--- src/rtl/traffic_pkg.sv ---
// Shared encodings and default timings for the intersection scheduler.
package traffic_pkg;

  // Phase encoding; values are visible on the debug phase port.
  typedef enum logic [2:0] {
    NS_G     = 3'd0,
    NS_Y     = 3'd1,
    ALL_RED  = 3'd2,
    EW_G     = 3'd3,
    EW_Y     = 3'd4,
    PED_WALK = 3'd5
  } state_t;

  localparam logic DIR_NS = 1'b0;
  localparam logic DIR_EW = 1'b1;

  localparam int CNT_W_DEF     = 11;
  localparam int GREEN_MIN_DEF = 1023;
  localparam int YELLOW_T_DEF  = 511;
  localparam int ALLRED_T_DEF  = 127;
  localparam int WALK_T_DEF    = 511;

endpackage

--- src/rtl/phase_timer.sv ---
// Phase timer: counts cycles spent in the current phase, cleared on phase
// entry, holds once it reaches lim.
module phase_timer #(
  parameter int CNT_W = 11
) (
  input  logic             clk,
  input  logic             rst,
  input  logic             clr,
  input  logic [CNT_W-1:0] lim,
  output logic [CNT_W-1:0] count
);

  // Clear has priority; otherwise count up until the limit is reached.
  always_ff @(posedge clk) begin
    if (rst || clr)        count <= '0;
    else if (count != lim) count <= count + 1'b1;
  end

endmodule

--- src/rtl/intersection_scheduler.sv ---
// Two-approach intersection phase sequencer with pedestrian walk phase.
// Optional feature: define EMERG_PREEMPT_EN to add emergency preemption
// (emerg_req / emerg_dir ports).
module intersection_scheduler
  import traffic_pkg::*;
#(
  parameter int CNT_W     = CNT_W_DEF,
  parameter int GREEN_MIN = GREEN_MIN_DEF,
  parameter int YELLOW_T  = YELLOW_T_DEF,
  parameter int ALLRED_T  = ALLRED_T_DEF,
  parameter int WALK_T    = WALK_T_DEF
) (
  input  logic       clk,
  input  logic       rst,
  input  logic       car_req_ns,
  input  logic       car_req_ew,
  input  logic       ped_req,
`ifdef EMERG_PREEMPT_EN
  input  logic       emerg_req,
  input  logic       emerg_dir,
`endif
  output logic       ns_r,
  output logic       ns_y,
  output logic       ns_g,
  output logic       ew_r,
  output logic       ew_y,
  output logic       ew_g,
  output logic       ped_walk,
  output logic [2:0] phase
);

  localparam logic [CNT_W-1:0] G_LAST  = CNT_W'(GREEN_MIN - 1);
  localparam logic [CNT_W-1:0] Y_LAST  = CNT_W'(YELLOW_T - 1);
  localparam logic [CNT_W-1:0] AR_LAST = CNT_W'(ALLRED_T - 1);
  localparam logic [CNT_W-1:0] W_LAST  = CNT_W'(WALK_T - 1);

  state_t           state, state_nxt;
  logic             next_dir, dir_nxt;
  logic             ped_pending, ped_nxt;
  logic [CNT_W-1:0] timer;
  logic [CNT_W-1:0] tim_lim;
  logic             tim_clr;
  logic             em_ns, em_ew, em_any;

`ifdef EMERG_PREEMPT_EN
  assign em_ns = emerg_req && (emerg_dir == DIR_NS);
  assign em_ew = emerg_req && (emerg_dir == DIR_EW);
`else
  assign em_ns = 1'b0;
  assign em_ew = 1'b0;
`endif
  assign em_any = em_ns || em_ew;

  // Greens saturate at the minimum so a resting green can yield immediately
  // once demand shows up; other phases never reach the counter ceiling.
  assign tim_lim = (state == NS_G || state == EW_G) ? G_LAST : '1;
  assign tim_clr = (state_nxt != state);

  phase_timer #(.CNT_W(CNT_W)) u_timer (
    .clk   (clk),
    .rst   (rst),
    .clr   (tim_clr),
    .lim   (tim_lim),
    .count (timer)
  );

  // Next-phase selection and direction bookkeeping.
  always_comb begin
    state_nxt = state;
    dir_nxt   = next_dir;
    case (state)
      NS_G: begin
        if (em_ew)
          state_nxt = NS_Y;
        else if (!em_ns && timer == G_LAST && (car_req_ew || ped_pending))
          state_nxt = NS_Y;
      end
      NS_Y: begin
        if (timer == Y_LAST) begin
          state_nxt = ALL_RED;
          dir_nxt   = DIR_EW;
        end
      end
      EW_G: begin
        if (em_ns)
          state_nxt = EW_Y;
        else if (!em_ew && timer == G_LAST && (car_req_ns || ped_pending))
          state_nxt = EW_Y;
      end
      EW_Y: begin
        if (timer == Y_LAST) begin
          state_nxt = ALL_RED;
          dir_nxt   = DIR_NS;
        end
      end
      ALL_RED: begin
        if (timer == AR_LAST) begin
          if (em_any)           state_nxt = em_ew ? EW_G : NS_G;
          else if (ped_pending) state_nxt = PED_WALK;
          else                  state_nxt = (next_dir == DIR_EW) ? EW_G : NS_G;
        end
      end
      PED_WALK: begin
        if (em_any)
          state_nxt = ALL_RED;
        else if (timer == W_LAST)
          state_nxt = (next_dir == DIR_EW) ? EW_G : NS_G;
      end
      default: begin
        state_nxt = ALL_RED;
        dir_nxt   = DIR_NS;
      end
    endcase
  end

  // Pedestrian latch: clear on walk entry beats a coincident press.
  always_comb begin
    ped_nxt = ped_pending || (ped_req && state != PED_WALK);
    if (state_nxt == PED_WALK && state != PED_WALK) ped_nxt = 1'b0;
  end

  // Phase register with lamps decoded from the next phase so they are
  // registered and move together with the phase.
  always_ff @(posedge clk) begin
    if (rst) begin
      state       <= NS_G;
      next_dir    <= DIR_EW;
      ped_pending <= 1'b0;
      ns_r        <= 1'b0;
      ns_y        <= 1'b0;
      ns_g        <= 1'b1;
      ew_r        <= 1'b1;
      ew_y        <= 1'b0;
      ew_g        <= 1'b0;
      ped_walk    <= 1'b0;
      phase       <= NS_G;
    end else begin
      state       <= state_nxt;
      next_dir    <= dir_nxt;
      ped_pending <= ped_nxt;
      ns_g        <= (state_nxt == NS_G);
      ns_y        <= (state_nxt == NS_Y);
      ns_r        <= (state_nxt != NS_G) && (state_nxt != NS_Y);
      ew_g        <= (state_nxt == EW_G);
      ew_y        <= (state_nxt == EW_Y);
      ew_r        <= (state_nxt != EW_G) && (state_nxt != EW_Y);
      ped_walk    <= (state_nxt == PED_WALK);
      phase       <= state_nxt;
    end
  end

endmodule

--- config.mk ---
export PLATFORM = sky130hd
export DESIGN_NAME = intersection_scheduler
export DESIGN_NICKNAME = d
export VERILOG_FILES = /design/src/rtl/traffic_pkg.sv /design/src/rtl/phase_timer.sv /design/src/rtl/intersection_scheduler.sv
export SDC_FILE = /design/constraint.sdc
export NUM_CORES = 1
export LEC_CHECK = 0
export CAP_MARGIN = 20
export CORE_MARGIN = 2
export CORE_UTILIZATION = 40
export CTS_BUF_LIST = sky130_fd_sc_hd__clkbuf_8
export DETAILED_ROUTE_END_ITERATION = 10
export GPL_ROUTABILITY_DRIVEN = 0
export PLACE_DENSITY = 0.72
export SYNTH_ARGS = -nofsm -noshare
export SYNTH_HDL_FRONTEND = slang
export SYNTH_SLANG_ARGS = --single-unit
export TNS_END_PERCENT = 100
--- constraint.sdc ---
create_clock -name clk -period 2.8 [get_ports clk]
set_input_delay 0.28 -clock clk [delete_from_list [all_inputs] [get_ports clk]]
set_output_delay 0.28 -clock clk [all_outputs]
set_load 0.005 [all_outputs]
==> summary.txt <==
Status: complete, no violations
Largest net degree at the start of global routing: 14
Crit path DAT: 2520 ps
Area occupied by multi-input gates: 717 sq um
TritonCTS clock tree: yes
Avg Synthesized Cell Area: 8.73 sq um
CP bufs+invs: 1
Tot GR Track Use: 17.5%
Hpwl dp: 1.96 mm
DP Worst Slack: 444 ps
Post-cts hold buffer count: 0
HP Class: reg2reg
Die area: 0.00356 sq mm
I/O pins: 15
Worst Setup End Kind: flip-flop
H-tree depth: 1
Fmax achieved: 422 MHz
Initial core utilization: 41.3%
Post-placement cell count: 181
Setup TNS: 0 ps
Post-synth EDFFs: 0
Top delay family on crit path: compound AO/OA/AOI/OAI gates
Setup bufs post-CTS: 0
Worst-path clk slew: 90 ps
First-pass GRT wire length: 4.76 mm
Synth async-reset ratio: 0%
CTS sink cnt: 23
Slew Viols, Final: 0
Maximum vdd drop: 0.312 mV
Sequential Area: 460 sq um
Minimum clock period: 2370 ps
Unrepaired setup endpoints after global routing: no
Critical path class: reg2reg
Area grow syn2layout: 15.1%
Initial antenna violation count: 0
Critical Path Fanout Max: 11
DRC viols: 0
Final hold slack: 559 ps
Layout cell share with drive strength beyond 1: 9.21%
GRT Residual Overflow: 0
Vias: 1088
Critical path cell sequence: inv_1 > ha_1 > nand4b_1 > o41ai_4 > o21ai_2 > a211oi_2 > mux2_2 > nor4_1
Vias in the first global route: 1029
Tcrit/Tclk final: 84.6%
Later-pin clock latency in the skew report: 280 ps
Final worst-path setup slack: 430 ps
Final setup fails: 0
Nets: 160
Netlist cell types: 43
Seq/Total Area, Yosys: 37.1%
Post-CTS Resized: 0
Slew margin rel.: 59.0%
Worst-Margin Slew: 611 ps
Drt first pass iters: 4
Row cnt: 20
Number of DRC markers in iteration 0: 56
Clock root buffer: clkbuf_8
Synthesis Warnings: 0
Final antenna-violating net count: 0
Leak: 0.000548 uW
Antenna diodes: 0
Slowest cell delay on critical path: 430 ps
Total Wirelength: 2.70 mm
Post-Syn Nets: 149
Finished Layout Cells: 185
FF-to-FF setup slack: 430 ps
Fill cells: 296
Die span in y: 59.7 um
Final clock skew: 6.18 ps
Vias/cell: 5.88
Cells after synthesis: 142
CTS buffer count: 3
Ys flop type: dfxtp_1
Power Density: 407 mW/mm^2
CP max stage cell: o41ai_4
Flop and latch count out of synthesis: 23
Mapped cell area: 0.00124 sq mm
Worst path required time: 2950 ps
DIE WIDTH: 59.7 um
Clk buf depth: 2
WL/cell: 14.6 um
IO buf count: 14
MaxCap Viol Count: 0
Number of failing hold endpoints at the final stage: 0
Core Box Area: 0.00300 sq mm
Worst Setup Start Kind: flip-flop
==> final timing paths <==
kind                         start          endpoint  depth (start not counted)
hold reg to reg           next_dir          next_dir                          2
hold / removal            next_dir          next_dir                          2
setup reg to reg  u_timer.count[0]  u_timer.count[2]                          8
setup / recovery  u_timer.count[0]  u_timer.count[2]                          8
==> cell type report <==
cell class / instances / area share, %
Tap cell: 33 / 2.89
Multi-Input combinational cell: 105 / 50.2
Clock buffer: 3 / 2.89
Clock inverter: 1 / 0.351
Timing Repair Buffer: 14 / 9.82
Sequential cell: 23 / 32.3
Inverter: 6 / 1.58
==> cells by family (layout without fill, tap and decap cells) <==
kind of cell	Yosys count	count (layout)	synth area share [%]
flip-flops	23	23	37.1
multiplexers	1	1	0.908
buffers and inverters	14	24	5.04
adder cells (fa/ha/maj)	2	2	2.02
AO/OA/AOI/OAI	29	29	18.1
XOR/XNOR	9	9	6.36
AND/OR/NAND/NOR	64	64	30.5
==> state kept, by name, indices dropped and copies added, names as in the netlist <==
signal / flops
ew_g: 1
ew_r: 1
ew_y: 1
next_dir: 1
ns_g: 1
ns_r: 1
ns_y: 1
ped_pending: 1
ped_walk: 1
state: 3
u_timer.count: 11
==> worst reg2reg max path, stage by stage (launching register included) <==
cell      delay (ps)
dfxtp_1          370
inv_1            100
ha_1             160
nand4b_1         190
o41ai_4          440
o21ai_2          130
a211oi_2         380
mux2_2           380
nor4_1           100
==> cell usage in the layout (no fill, tap or decap), drive strengths merged <==
master / Yosys / routed
o2bb2ai: 1 / 1
a31oi: 1 / 1
nor4b: 2 / 2
and4bb: 1 / 1
inv: 6 / 6
nand3: 9 / 9
or2: 1 / 1
dfxtp: 23 / 23
and4: 2 / 2
o211a: 3 / 3
a31o: 1 / 1
ha: 2 / 2
nor2: 15 / 15
xnor2: 2 / 2
nand2: 7 / 7
nor2b: 3 / 3
nand4b: 3 / 3
nand4: 4 / 4
o21ai: 5 / 5
o211ai: 1 / 1
and3b: 1 / 1
xor2: 7 / 7
a21o: 2 / 2
o41ai: 2 / 2
nor3: 9 / 9
mux2: 1 / 1
clkinv: 0 / 1
and4b: 1 / 1
nor4: 2 / 2
nor3b: 2 / 2
and3: 2 / 2
clkdlybuf4s50: 0 / 14
clkbuf: 4 / 3
a21oi: 8 / 8
a211oi: 5 / 5
==> cell usage after synthesis, types with 2 or more instances <==
master	instances	area [sq um]
a211oi_1	4	30.0
nor4_1	2	12.5
dfxtp_1	23	460
nor3b_1	2	15.0
buf_2	2	10.0
o211a_1	3	30.0
nand2_1	7	26.3
nand3_1	9	45.0
xnor2_1	2	17.5
clkbuf_1	4	15.0
nor2b_1	3	18.8
a21oi_1	8	40.0
o21ai_0	3	15.0
nor3_1	9	45.0
nand4b_1	3	26.3
nor2_1	15	56.3
inv_1	6	22.5
xor2_1	7	61.3
a21o_1	2	15.0
nand4_1	3	18.8
and4_1	2	17.5
ha_1	2	25.0
==> power breakdown <==
| part | internal (uW) | leakage, uW | switching, uW |
|---|---|---|---|
| Sequential | 332 | 0.000186 | 7.72 |
| Combinational | 12.2 | 0.000336 | 12.2 |
| Clock | 100 | 0.0000255 | 117 |
| Total | 444 | 0.000548 | 137 |
==> per-stage QoR <==
step | utilization, % | instance area, sq um | power [uW]
6_report | 47.5 | 1430 | 580
5_1_grt | 47.5 | 1430 | 602
4_1_cts | 47.5 | 1430 | 586
3_5_place_dp | 46.0 | 1380 | 371
3_3_place_gp | 46.0 | 1380 | 370
2_1_floorplan | - | 1240 | 361
==> routing by layer <==
| layer | up-vias | routed length (um) | track usage, % |
|---|---|---|---|
| met5 | - | 0 | 0 |
| li1 | 538 | - | - |
| met2 | 30 | 1230 | 26.9 |
| met4 | 0 | 47 | 6.67 |
| met1 | 517 | 1290 | 23.5 |
| met3 | 3 | 138 | 4.76 |
Power figures use the tool's default switching activity.
